File: config.mk
export PLATFORM = sky130hd
export DESIGN_NAME = fetch_unit
export DESIGN_NICKNAME = d
export VERILOG_FILES = /design/src/rtl/fetch_unit.sv
export SDC_FILE = /design/constraint.sdc
export NUM_CORES = 1
export LEC_CHECK = 0
export ABC_CLOCK_PERIOD_IN_PS = 2400
export CELL_PAD_IN_SITES_DETAIL_PLACEMENT = 1
export CELL_PAD_IN_SITES_GLOBAL_PLACEMENT = 2
export CORE_ASPECT_RATIO = 1.5
export CORE_MARGIN = 10
export CORE_UTILIZATION = 28
export DETAILED_ROUTE_END_ITERATION = 10
export MAX_ROUTING_LAYER = met4
export PLACE_DENSITY_LB_ADDON = 0.1
export SYNTH_ARGS = -nofsm -noshare
export SYNTH_HDL_FRONTEND = slang
export SYNTH_SLANG_ARGS = --single-unit
File: constraint.sdc
create_clock -name clk -period 2.4 [get_ports clk]
set_input_delay 0.48 -clock clk [delete_from_list [all_inputs] [get_ports clk]]
set_output_delay 0.48 -clock clk [all_outputs]
set_load 0.01 [all_outputs]
File: src/rtl/fetch_unit.sv
`default_nettype none
// ============================================================================
// Module   : fetch_unit
// Purpose  : Instruction fetch stage for the 16-bit von Neumann CPU. Holds the
//            program counter and fetches one word at a time from instruction
//            memory over a req/ack handshake. Each word is presented to decode
//            through a one-entry valid/ready register. The stage supports jump
//            redirection with flush, and a halt level that stops new fetches.
// Ports    : clk, rst_n                   - clock, async active-low reset
//            rom_req/rom_addr             - fetch request and address (= pc)
//            rom_ack/rom_data             - same-cycle memory response
//            instr/instr_pc/instr_valid   - buffered entry to decode
//            instr_ready                  - decode accepts the entry
//            jump/jump_target             - redirect pc and flush the entry
//            halt                         - blocks starting a new fetch
//            pc                           - current fetch pc
// Revision : 1.0 - initial release
// ============================================================================
module fetch_unit #(
  parameter int                 ADDR_W   = 16,
  parameter int                 DATA_W   = 16,
  parameter logic [ADDR_W-1:0]  RESET_PC = '0
) (
  input  logic              clk,
  input  logic              rst_n,
  output logic              rom_req,
  output logic [ADDR_W-1:0] rom_addr,
  input  logic              rom_ack,
  input  logic [DATA_W-1:0] rom_data,
  output logic [DATA_W-1:0] instr,
  output logic [ADDR_W-1:0] instr_pc,
  output logic              instr_valid,
  input  logic              instr_ready,
  input  logic              jump,
  input  logic [ADDR_W-1:0] jump_target,
  input  logic              halt,
  output logic [ADDR_W-1:0] pc
);

  typedef enum logic [1:0] {
    S_IDLE  = 2'd0,
    S_FETCH = 2'd1,
    S_HOLD  = 2'd2
  } state_t;

  localparam logic [ADDR_W-1:0] C_PC_ONE = {{(ADDR_W-1){1'b0}}, 1'b1};

  state_t r_state;

  // The address is always the live pc. It changes during a request only when
  // a jump redirects the pc.
  assign rom_addr = pc;

  // rom_req is registered alongside the state, so it is high exactly while
  // the state is FETCH.
  always_ff @(posedge clk or negedge rst_n) begin
    if (!rst_n) begin
      r_state     <= S_IDLE;
      pc          <= RESET_PC;
      rom_req     <= 1'b0;
      instr       <= '0;
      instr_pc    <= '0;
      instr_valid <= 1'b0;
    end else if (jump) begin
      // A jump overrides everything. A same-cycle ack is dropped, and a
      // same-cycle transfer is treated as already taken by decode.
      pc          <= jump_target;
      instr_valid <= 1'b0;
      r_state     <= halt ? S_IDLE : S_FETCH;
      rom_req     <= ~halt;
    end else begin
      case (r_state)
        S_IDLE: begin
          if (!halt) begin
            r_state <= S_FETCH;
            rom_req <= 1'b1;
          end
        end
        S_FETCH: begin
          // Halt is ignored here, so a started fetch always lands in HOLD.
          if (rom_ack) begin
            instr       <= rom_data;
            instr_pc    <= pc;
            instr_valid <= 1'b1;
            pc          <= pc + C_PC_ONE;
            r_state     <= S_HOLD;
            rom_req     <= 1'b0;
          end
        end
        S_HOLD: begin
          if (instr_valid && instr_ready) begin
            instr_valid <= 1'b0;
            r_state     <= halt ? S_IDLE : S_FETCH;
            rom_req     <= ~halt;
          end
        end
        default: begin
          r_state <= S_IDLE;
          rom_req <= 1'b0;
        end
      endcase
    end
  end

endmodule
`default_nettype wire

# Word level (Yosys, flattened, before mapping)
# Cells that the tools add are included.
[word_totals]
ff_bits = 52
input_bits = 38
out_inout_bits = 66
elab_cells = 41
[classes]
add_sub_neg = 1
eq_ne = 5
mux = 18
bitwise_logic = 2
reduce_logical = 9
[op_table]
columns = ["operator", "count"]
rows = [
  ["$mux 16", 3],
  ["$add 16x1->16 const B", 1],
  ["$ne 3x3->1 const B", 3],
  ["$reduce_and 3->1", 3],
  ["$mux 1", 8],
  ["$mux 2", 4],
  ["$pmux 2 s3", 1],
  ["$reduce_bool 2->1", 2],
  ["$pmux 1 s3", 1],
  ["$reduce_bool 3->1", 1],
  ["$eq 2x1->1 const B", 1],
  ["$eq 2x2->1 const B", 1],
  ["$logic_not 2->1", 1],
  ["$not 1->1", 2],
  ["$pmux 1 s2", 1],
  ["$reduce_and 2->1", 1],
  ["$logic_and 1x1->1", 1],
]

# Logic depth before layout (Yosys ltp)
# Gate-level depths: netlist (run 1).
[depth]
ltp_word = 4
ltp_mapped = 5
depth_no_buf = 5

# Least setup slack after synthesis (run 1)
# No wires, ideal clock.
[synth_timing]
kind = "register to register"
startpoint = "reg pc[0]"
endpoint = "reg pc[12]"
setup_ns = 0.132
t_arrival_ns = 1.416
required_ns = 2.268
setup_slack_ns = 0.852
path_stages_with_launch = 6
path_buffers = 0
synth_period_minus_slack_ns = 1.548
cell_sequence = "dfrtp_1 -> ha_1 -> nand4_1 -> nor4_1 -> xnor2_1 -> o21ai_1"
[synth_between]
elab_chain_cells = 4
[synth_rtl]
columns = ["element", "line_no", "rtl"]
rows = [
  ["start: declaration", "37", "output logic [ADDR_W-1:0] pc"],
  ["start signal: assignment", "67", "pc <= jump_target;"],
  ["start signal: assignment", "85", "pc <= pc + C_PC_ONE;"],
  ["$add 16x1->16", "85", ""],
  ["$mux 16", "81", "if (rom_ack) begin"],
  ["$mux 16", "72", "case (r_state)"],
  ["$mux 16", "64", "end else if (jump) begin"],
]
# No other way between the ends. The select of a mux whose other input is x is not followed.
# A chain may end at the register's enable or synchronous reset.

# Final worst setup path (run 1)
[layout_timing]
startpoint = "in rom_ack"
endpoint = "reg instr_pc[7]"
[layout_between]
elab_chain_cells = 1
[layout_rtl]
columns = ["element", "line_no", "rtl"]
rows = [
  ["start: declaration", "28", "input logic rom_ack,"],
  ["$reduce_and 3->1 (no source line)", "-", ""],
  ["end signal: assignment", "83", "instr_pc <= pc;"],
  ["end: declaration", "31", "output logic [ADDR_W-1:0] instr_pc,"],
]
# No other way between the ends.

==> impl_metrics.py, run 1 <==
metrics = {
    "run_status": {
        "status": "complete, no violations",
    },
    "sta": {
        "slew_headroom_pct": 58.6,
        "fin_hold_ws_ns": 0.197,
        "period_minus_slack_ns": 1.93,
        "maxSlewViolCount": 0,
        "fin_setup_tns_ns": 0,
        "skew_ns": 0.0115,
        "worstMarginPinSlew_ns": 0.622,
        "hold_viol": 0,
        "max_freq_mhz": 519,
        "period_share_pct": 80.3,
        "setup-violations-final": 0,
        "grt_setup_unrepaired": "no",
    },
    "power": {
        "clkPwrFrac_pct": 24.9,
        "combPwrFrac_pct": 32.9,
        "p_sw_share_pct": 28.8,
        "power.switching_w": 0.000836,
        "seq_power_share_pct": 42.2,
        "power.internal_w": 0.00207,
        "powerDensity_nw_per_um2": 793,
        "power.static_leakage_nw": 1.45,
        "ir_drop_uv": 384,
    },
    "synthesis": {
        "async_flop_share_pct": 100,
        "yosysWarnings": 0,
        "syn_area_sq_um": 2450,
        "synth_edf_count": 0,
        "syn-instance-count": 208,
        "syn_avg_cell_area_sq_um": 11.8,
        "synth_seq_cells": 52,
        "yosysTopAreaCell": "dfrtp_1",
        "synth_area_leaders": "dfrtp_1 53%, mux2_2 14%, buf_4 5.8%",
        "ys.flop_type": "dfrtp_1",
        "syn_nets": 247,
        "seq_area_frac_synth_pct": 53.1,
        "synthDominantCellAreaShare_pct": 53.1,
        "synth.distinct_cells": 34,
    },
    "die": {
        "boundaryPins": 104,
        "row_count": 41,
        "die_height_microns": 135,
        "die_w_microns": 96.4,
        "initial_core_util_pct": 29.0,
        "core_sq_um": 8460,
        "die_area_sq_um": 13000,
    },
    "global_routing": {
        "grt_pass1_wl_microns": 11600,
        "grt_usage_pct": 11.8,
        "antenna_found_initial": 0,
        "grt_pass1_vias": 2131,
        "grt_max_degree": 41,
        "gr-total-overflow": 0,
    },
    "cells_and_area": {
        "layout-drive-gt1-share_pct": 16.1,
        "fin_nets": 337,
        "syn_to_final_growth_pct": 49.3,
        "n_antenna_cell": 0,
    },
    "critical_path": {
        "worstPathMaxFanout": 19,
        "endpoint_kind": "flip-flop",
        "arrival_ns": 2.11,
        "crit_type": "primary input to flip-flop",
        "crit_required_ns": 2.59,
        "crit_path_start_kind": "primary input",
    },
    "clock_tree": {
        "cts.sink_count": 52,
        "path_clk_slew_ns": 0.07,
        "root_buffer": "clkbuf_16",
        "post_cts_resized": 0,
        "cts_buffers": 5,
        "clock_latency_ns": 0.30,
        "holdBufCountCts": 0,
        "h-tree-depth": 2,
        "cts_setup_buffers": 0,
        "cts_tree": "yes",
        "cts.path.max_buffers": 2,
    },
    "drt": {
        "wl_microns": 7170,
        "ant_nets": 0,
        "num_vias": 1880,
        "wl_per_cell_microns": 17.7,
        "drtIter0Drc": 47,
        "drtPass1Iterations": 3,
        "vias_per_cell": 4.63,
        "drc": 0,
    },
    "hold_path": {
        "hp-class": "primary input to asynchronous set/reset pin",
    },
    "flow_run": {
        "drv_cap": 0,
    },
    "placed_design": {
        "port_buffers": 103,
        "hpwl_microns": 5540,
        "gp_congestion": 0.737,
    },
}
[logic make-up after synthesis]
kind of cell	after synthesis	share of synthesized area (%)
AND/OR/NAND/NOR	57	13.4
flip-flops	52	53.1
multiplexers	34	15.5
buffers and inverters	27	7.20
AO/OA/AOI/OAI	24	5.62
XOR/XNOR	13	4.65
adder cells (fa/ha/maj)	1	0.510
[cell usage in the layout (no fill, tap or decap)]
cell / n
nand2b_1: 1
and3b_2: 1
clkinvlp_4: 1
nor3_1: 2
o21ai_1: 4
buf_12: 3
a21boi_0: 1
dfrtp_1: 52
nand3_1: 1
nand2_1: 24
a21oi_1: 3
mux2_2: 30
nand3b_1: 1
o21bai_1: 1
o21ai_2: 1
nor4_4: 1
mux2i_1: 2
clkdlybuf4s50_1: 102
xor2_1: 3
nor3b_4: 1
clkinv_2: 1
xnor2_1: 10
and2b_1: 1
inv_1: 3
clkbuf_16: 5
buf_2: 1
nor2_1: 7
nor4_1: 6
ha_1: 1
nor2b_1: 1
o41ai_1: 1
nand4b_1: 1
nand4_1: 8
o21ai_0: 11
a22oi_1: 2
mux2_1: 2
nand4b_4: 1
buf_4: 1
inv_6: 1
[metal layers]
layer / GRT usage, % / up-vias / part of all wire, %
met5: - / - / 0
met4: 4.13 / 0 / 1.5
met3: 3.61 / 7 / 8.3
met2: 20.5 / 62 / 52
met1: 12.2 / 923 / 38
li1: - / 888 / -
[final timing paths]
kind,startpoint,to,slack (ns),cells past startpoint
max,rom_ack,instr_pc[7],0.47,5
min,rst_n,instr_pc[11],0.20,1
max reg2reg,pc[0],pc[12],0.59,5
min reg2reg,instr[11],instr[11],0.50,1
max in group asynchronous,rst_n,pc[3],1.64,2
min in group clk,instr[11],instr[11],0.50,1
[power groups by stage]
stage / Sequential (W) / Combinational (W) / Clock (W)
final: 0.00123 / 0.000954 / 0.000723
after global routing: 0.00126 / 0.00103 / 0.000800
after CTS: 0.00123 / 0.000982 / 0.000761
after detailed placement: 0.00125 / 0.000978 / 0
after global placement: 0.00124 / 0.000969 / 0
after floorplan: 0.00132 / 0.000302 / 0
[critical path: stages]
cell and delay (ns):
clkdlybuf4s50_1 0.60, and2b_1 0.18, nor3b_4 0.29, buf_12 0.21, mux2_2 0.35
[state kept, by name, indices dropped and copies added (netlist names)]
register and count:
instr 16, instr_pc 16, instr_valid 1, pc 16, r_state 2, rom_req 1
[cell usage after synthesis, types with 2 or more instances]
cell type	instances
buf_4	19
mux2i_1	2
xor2_1	3
inv_1	3
nor3_1	2
a22oi_1	2
buf_2	3
dfrtp_1	52
nor2_1	7
o21ai_0	11
nor4_1	6
o21ai_1	4
xnor2_1	10
nand2_1	24
nand4_1	8
mux2_1	2
a21oi_1	3
mux2_2	30
clkbuf_1	2
[metrics by stage]
stage	total power (W)	worst slack, ns	area [sq um]	cells	utilization, %
floorplan	0.00162	0.852	2450	208	-
finish	0.00290	0.472	3660	406	43.2
global route	0.00309	0.408	3660	406	43.2
global placement	0.00221	0.214	3510	398	41.5
detailed placement	0.00223	0.162	3510	398	41.5
CTS	0.00298	0.451	3660	406	43.2
[final cells by class]
type                    instances  area [sq um]
flip-flops and latches         52          1300
clock buffers                   5           125
inverters                       3          11.3
clock inverters                 3          21.3
well taps                     107           134
repair buffers                107          1090
fillers                       918          4800
multi-input cells             129           973
(Power assumes the default switching activity.)
==> run 2: changes to the inputs <==
Settings changed: ABC_CLOCK_PERIOD_IN_PS 2400 to 1850, CORE_UTILIZATION 28 to 26.
Clock period 2.4 ns to 1.85 ns, I/O delays scaled along.
==> run 2 against run 1 <==
- critical endpoint is now rom_addr[9]
- utilization shrank 2.7 points
- largest power group unchanged
- sequential share of layout area shrank 0.78 points
- global-route usage shrank 0.62 points
- critical path type is now flip-flop to output port
- combinational power grew 33%
- sequential cell count is the same
- clock power grew 48%
- register-to-register slack lost 0.44 ns
- routed wire length grew 2.9%
- non-clock buffer count grew 7
- design area grew 2.4%
- highest routed layer unchanged
==> impl_metrics.py, run 2 (synthesis gave the netlist of run 1 again) <==
metrics = {
    "clock_tree": {
        "root_buffer": "clkbuf_16",
        "cts_setup_buffers": 0,
        "cts.sink_count": 52,
        "cts_tree": "yes",
        "clock_latency_ns": 0.30,
        "cts_buffers": 5,
        "cts.path.max_buffers": 2,
        "path_clk_slew_ns": 0.07,
        "holdBufCountCts": 0,
        "post_cts_resized": 0,
        "h-tree-depth": 2,
    },
    "global_routing": {
        "grt_pass1_vias": 2205,
        "gr-total-overflow": 0,
        "grt_pass1_wl_microns": 12000,
        "grtUsageMet2_pct": 18.7,
        "antenna_found_initial": 0,
        "grt_max_degree": 53,
        "met3_usage_pct": 3.84,
        "top_usage_layer": "met2",
        "grt_util_met1_pct": 12.2,
        "grt_usage_pct": 11.2,
    },
    "cells_and_area": {
        "fin_util_pct": 40.5,
        "finalInstanceArea_sq_um": 3750,
        "n_fill_cell": 1029,
        "top_regs": "instr (16), instr_pc (16), pc (16)",
        "n_antenna_cell": 0,
        "stdcell_count": 418,
        "fin_nets": 344,
        "layout-drive-gt1-share_pct": 19.0,
        "layout_commonest_cell": "clkdlybuf4s50_1",
        "final_cell_mix": "102 x clkdlybuf4s50_1, 50 x dfrtp_1, 30 x mux2_2",
        "multi_input_area_sq_um": 980,
        "register_area_sq_um": 1300,
        "syn_to_final_growth_pct": 52.9,
    },
    "die": {
        "core_sq_um": 9250,
        "die_w_microns": 99.3,
        "row_count": 43,
        "die_area_sq_um": 13800,
        "boundaryPins": 104,
        "die_height_microns": 139,
        "initial_core_util_pct": 26.5,
    },
    "power": {
        "powerDensity_nw_per_um2": 1040,
        "ir_drop_uv": 442,
        "power.static_leakage_nw": 1.50,
        "total_power_w": 0.00391,
    },
    "critical_path": {
        "crit_required_ns": 1.48,
        "cp_num_buf_inv": 1,
        "crit_chain": "clkdlybuf4s50_1",
        "slowest_delay_ns": 0.62,
        "crit_type": "flip-flop to output port",
        "endpoint_kind": "output port",
        "path_delay_family": "buffers and inverters",
        "arrival_ns": 1.40,
        "crit_path_start_kind": "flip-flop",
        "worstPathMaxFanout": 7,
        "cp_slowest_cell": "clkdlybuf4s50_1",
    },
    "sta": {
        "period_share_pct": 95.7,
        "maxSlewViolCount": 0,
        "skew_ns": 0.00657,
        "max_freq_mhz": 565,
        "slew_headroom_pct": 70.9,
        "period_minus_slack_ns": 1.77,
        "worstMarginPinSlew_ns": 0.432,
        "hold_viol": 0,
        "setup-violations-final": 0,
    },
    "drt": {
        "drc": 0,
        "wl_microns": 7380,
        "vias_per_cell": 4.63,
        "ant_nets": 0,
        "drtPass1Iterations": 4,
        "wl_per_cell_microns": 17.6,
        "num_vias": 1934,
        "drtIter0Drc": 31,
    },
    "placed_design": {
        "hpwl_microns": 5490,
        "gp_congestion": 0.728,
        "port_buffers": 103,
        "dp.cells": 410,
        "place_area_sq_um": 3570,
    },
    "hold_path": {
        "hp-class": "primary input to asynchronous set/reset pin",
    },
    "flow_run": {
        "drv_cap": 0,
    },
    "run_status": {
        "status": "complete, no violations",
    },
}
-- run 2: changes by cell type in the layout (fill, tap and decap cells not counted), sizes merged --
cell / previous run / this run
bufinv: 0 / 1
buf: 5 / 12
inv: 4 / 3
-- run 2: power breakdown --
part / total [W] / switching [W] / internal [W]
sequential: 0.00158 / 0.000184 / 0.00140
clock: 0.00107 / 0.000431 / 0.000636
combinational: 0.00127 / 0.000470 / 0.000796
total: 0.00391 / 0.00108 / 0.00283
-- run 2: per-layer routing --
| metal | vias up | part of all wire [%] |
|---|---|---|
| li1 | 904 | - |
| met1 | 962 | 40 |
| met2 | 61 | 52 |
| met3 | 7 | 6.4 |
| met4 | 0 | 1.3 |
| met5 | - | 0 |
-- run 2: through the flow --
stage	hold WS, ns	setup TNS (ns)	worst slack, ns
after floorplan	0.0744	0	0.302
after global placement	0.398	-4.41	-0.217
after detailed placement	0.397	-5.35	-0.200
after CTS	0.0810	0	0.0386
after global routing	0.0909	-0.000707	-0.000707
final	0.0656	0	0.0799
-- run 2: final timing paths --
| path | startpoint | slack, ns | end | cells past startpoint |
|---|---|---|---|---|
| max | pc[9] | 0.08 | rom_addr[9] | 1 |
| min | rst_n | 0.07 | instr_pc[13] | 2 |
| max reg2reg | pc[1] | 0.15 | pc[14] | 5 |
| min reg2reg | instr[12] | 0.49 | instr[12] | 1 |
| max in group asynchronous | rst_n | 1.53 | pc[6] | 2 |
| min in group clk | instr[12] | 0.49 | instr[12] | 1 |
-- run 2: cell type report --
cell class / count / area share, %
sequential: 52 / 34.8
timing repair buffer: 114 / 30.6
multi-input combinational: 129 / 26.1
tap: 112 / 3.74
clock buffer: 5 / 3.34
clock inverter: 3 / 1.13
inverter: 3 / 0.300
==> variant 1, RTL diff (settings of run 1) <==
The parameter `DATA_W` goes from 16 to 32.
--- a/src/rtl/fetch_unit.sv
+++ b/src/rtl/fetch_unit.sv
@@ -18,7 +18,7 @@
 // ============================================================================
 module fetch_unit #(
   parameter int                 ADDR_W   = 16,
-  parameter int                 DATA_W   = 16,
+  parameter int                 DATA_W   = 32,
   parameter logic [ADDR_W-1:0]  RESET_PC = '0
 ) (
   input  logic              clk,
Ports: changed (resized instr and rom_data); port bits go from 104 to 136. The function was not compared with the original's and may differ.
==> variant 1 against run 1 <==
  * Via count is 24% higher
  * Worst setup slack improved by 0.96 ps
  * Area after synthesis increased by 24%
  * Design area up 30%
  * Total power is 44% higher
  * Sequential cell count is 16 higher
  * Synthesized cell count is 17% higher
  * Global-route usage is 0.30 points higher
  * Wire length rose by 26%
  * Critical path depth is 4 lower
  * Critical endpoint is now pc[4]
  * Largest cell class unchanged
==> variant 1: results (changes against run 1) <==
Hpwl dp -> 6748 um (+22%)
Warnings from Yosys -> 0 (unchanged)
GP Congestion -> 0.7286 (-1.1%)
FILL cells -> 1144 (+25%)
First-pass GRT wire length -> 14550 um (+26%)
Worst-path clk slew -> 60 ps
Drt first pass iters -> 4 (+1)
CTS Buf Count -> 9 (+4)
CTS root buf -> clkbuf_16
R2r endpoint -> pc[12]
Share of layout cells above drive strength 1 -> 0.2064 (+0.04590)
Top delay family on crit path -> buffers and inverters
Syn nets -> 298 (+21%)
Post-CTS setup buffer count -> 0 (unchanged)
Post-synth cell types -> 39 (+15%)
IO Port Bufs -> 135 (+31%)
Outcome -> finished, final reports clean
Final #Nets -> 423 (+26%)
Drt first-iter violations -> 62 (+32%)
FFs w/ async S/R, synth -> 1.000 (unchanged)
Clock Latency Late Sink -> 330 ps (+30 ps)
Clk_skew -> 5.380 ps (-6.103 ps)
FF-to-FF path depth -> 5 (unchanged)
CP max stage delay -> 610 ps
Sequential fraction of the synthesis area -> 0.5578 (+0.02695)
Worst setup path endpoint -> pc[4]
Ranking of synthesized cells by area -> dfrtp_1 (56%), mux2_2 (17%), buf_4 (4.4%)
WP data arrival -> 1450 ps (-660 ps)
Clock H-tree levels -> 3 (+1)
Peak VDD IR -> 0.0003637 V (-5.3%)
Clock buffer depth -> 2 (unchanged)
Commonest cells post-synth -> dfrtp_1 (68), mux2_2 (46), nand2_1 (24)
Vias in the first global route -> 2584 (+21%)
Pleak -> 1.877 nW (+29%)
R2r startpoint -> pc[0]
Placed Area -> 4452 um^2 (+27%)
Initial antenna violation count -> 0 (unchanged)
Diodes inserted -> 0 (unchanged)
Post-CTS sizing -> 0 (unchanged)
Post-synth EDFFs -> 0 (unchanged)
GRT Total Usage -> 0.1212 (+0.002961)
Internal reg-to-reg setup slack -> 620 ps (+30 ps)
Least-Margin Pin Slew -> 900.1 ps (+278.5 ps)
Critical path launch point -> pc[4]
Hold crit path type -> primary input to async pin
Slowest CP cell -> clkdlybuf4s50_1
Setup WS pre-CTS -> 146.0 ps (-16.30 ps)
Crit-path max FO -> 8 (-11)
Vias -> 2322 (+24%)
Regs by FF count -> instr: 32 flops, instr_pc: 16 flops, pc: 16 flops
Largest net degree at the start of global routing -> 69 (+68%)
Final wirelength -> 9002 um (+26%)
==> variant 1: power breakdown <==
part	internal, W	switching, W
logic	0.000800	0.000454
clock network	0.000830	0.000500
registers	0.00142	0.000179
total	0.00305	0.00113
==> variant 1: cell type report <==
type / count / area, um^2 / share of cell area
clock buffer: 10 / 239.0 / 0.05026
clock inverter: 6 / 63.81 / 0.01342
inverter: 4 / 15.01 / 0.003158
multi-input combinational: 145 / 1156 / 0.2432
sequential: 68 / 1702 / 0.3579
tap: 144 / 180.2 / 0.03789
timing repair buffer: 140 / 1399 / 0.2942
==> variant 1: metrics by stage <==
step	total power, W	instances	hold WS (ps)
final	0.004184	517	274.0
after floorplan	0.002105	243	184.4
after detailed placement	0.002915	501	478.4
after CTS	0.004276	517	324.5
after global placement	0.002882	501	467.5
after global routing	0.004434	517	342.2
==> variant 1: worst min-delay path by stage <==
stage	slack (ps)	cells past startpoint	endpoint
floorplan	180	0	instr[0]
global placement	470	1	instr[17]
global route	340	1	instr[18]
detailed placement	480	1	instr[17]
CTS	320	1	instr[18]
finish	270	1	instr[21]
==> variant 1: layer usage <==
metal	track usage	routed length [um]
met5	-	0
met4	0.04132	66
met3	0.04047	547
met2	0.1935	4519
met1	0.1395	3869
==> variant 1: kinds of logic after synthesis <==
family / synth area share
DFF: 0.5578
and+or+nand+nor: 0.1075
muxes: 0.1838
buffers and inverters: 0.06480
AOI/OAI and AO/OA: 0.05046
xor gates and xnor gates: 0.03159
adders and majority gates: 0.004101
==> variant 2, RTL diff (config.mk and constraints of run 1) <==
Made on the original files. Re-encode `state_t` (3 states) as one-hot, 3 bits wide.
--- a/src/rtl/fetch_unit.sv
+++ b/src/rtl/fetch_unit.sv
@@ -37,10 +37,10 @@
   output logic [ADDR_W-1:0] pc
 );
 
-  typedef enum logic [1:0] {
-    S_IDLE  = 2'd0,
-    S_FETCH = 2'd1,
-    S_HOLD  = 2'd2
+  typedef enum logic [2:0] {
+    S_IDLE  = 3'b001,
+    S_FETCH = 3'b010,
+    S_HOLD  = 3'b100
   } state_t;
 
   localparam logic [ADDR_W-1:0] C_PC_ONE = {{(ADDR_W-1){1'b0}}, 1'b1};
Function: same outputs for any inputs over 4 cycles, from zero or initial values and one cycle with rst_n low; so few cycles prove little.
==> variant 2 against run 1 <==
  * Worst setup slack worse by 30 ps
  * Design area rose by 5.0%
  * Sequential cell count is 1 higher
  * Via count rose by 7.2%
  * Total power increased by 12%
  * Critical path depth grew 1
  * First-iteration DRC count decreased by 47%
  * Area after synthesis increased by 6.9%
  * Wire length grew 3.9%
  * Synthesized cell count rose by 9.6%
  * Critical endpoint is now pc[12]
==> variant 2: results (changes against run 1) <==
Sequential fraction of the synthesis area -> 0.5067 (-0.02420)
CP max stage delay -> 570 ps (-30 ps)
First-pass GRT wire length -> 12030 um (+4.2%)
Routed len/inst -> 17.19 um (-2.6%)
Met3 usage -> 0.03591 (-0.0001608)
Post-synth cell types -> 42 (+24%)
Mux share of post-synthesis cell area -> 0.1490 (-0.006184)
Via density -> 4.654 (+0.50%)
Drt first pass iters -> 4 (+1)
GRT Total Usage -> 0.1106 (-0.007619)
Synthesized-area fraction occupied by adder cells -> 0.004776 (-0.0003291)
IO Port Bufs -> 103 (unchanged)
GP Congestion -> 0.7126 (-3.3%)
Largest net degree at the start of global routing -> 54 (+32%)
Internal reg-to-reg setup slack -> 620 ps (+30 ps)
Hpwl dp -> 5767 um (+4.1%)
Ranking of synthesized cells by area -> dfrtp_1 (50%), mux2_2 (9.5%), buf_4 (5.4%)
Sw Pwr -> 0.0009382 W (+12%)
Worst-path clk slew -> 70 ps (about the same)
WL met3 -> 499 um (-17%)
Outcome -> finished, final reports clean
Vias in the first global route -> 2170 (+1.8%)
WP data arrival -> 2140 ps (+30 ps)
DR WL met2 -> 3736 um (+0.67%)
WHS -> 176.2 ps (-20.52 ps)
Post-synthesis xor/xnor area fraction -> 0.03677 (-0.009681)
Syn nets -> 267 (+8.1%)
Synth Area in Compound Gates -> 0.06925 (+0.01309)
Warnings from Yosys -> 0 (unchanged)
Post-CTS setup buffer count -> 0 (unchanged)
Grt met2 use -> 0.1833 (-0.02151)
Initial antenna violation count -> 0 (unchanged)
CTS Buf Count -> 5 (unchanged)
Peak VDD IR -> 0.0004571 V (+19%)
Final #Nets -> 359 (+6.5%)
Crit-path max FO -> 9 (-10)
CTS root buf -> clkbuf_16
Met1 Track Usage GR -> 0.1252 (+0.002899)
Pleak -> 1.516 nW (+4.3%)
Slew margin rel. -> 0.7462 (+0.1605)
Diodes inserted -> 0 (unchanged)
Clk_skew -> 6.529 ps (-4.954 ps)
Drt first-iter violations -> 25 (-47%)
DRT met1 WL -> 3134 um (+14%)
Commonest cells post-synth -> dfrtp_1 (52), mux2_2 (22), nand2_1 (22)
R2r startpoint -> r_state[2]
Share of layout cells above drive strength 1 -> 0.1558 (-0.004772)
## variant 2: power by group through the flow
stage	logic [W]	registers [W]	clock network (W)
after floorplan	0.000355	0.00145	0
after global placement	0.00118	0.00134	0
after detailed placement	0.00119	0.00136	0
after CTS	0.00119	0.00134	0.000781
after global routing	0.00125	0.00137	0.000812
final	0.00116	0.00133	0.000752
## variant 2: per-stage QoR
stage               setup slack (ps)  instance area, um^2  instances
finish                         442.2                 3844        433
global route                   362.0                 3844        433
global placement               205.1                 3691        425
CTS                            422.1                 3844        433
floorplan                      814.0                 2620        228
detailed placement             136.5                 3691        425
## variant 2: cell type report
class	instances	area [um^2]
Fill cell	1007	5356
Multi-Input combinational cell	142	1090
Inverter	8	30.03
Sequential cell	53	1328
Tap cell	112	140.1
Clock inverter	2	13.76
Clock buffer	6	138.9
Timing Repair Buffer	110	1104
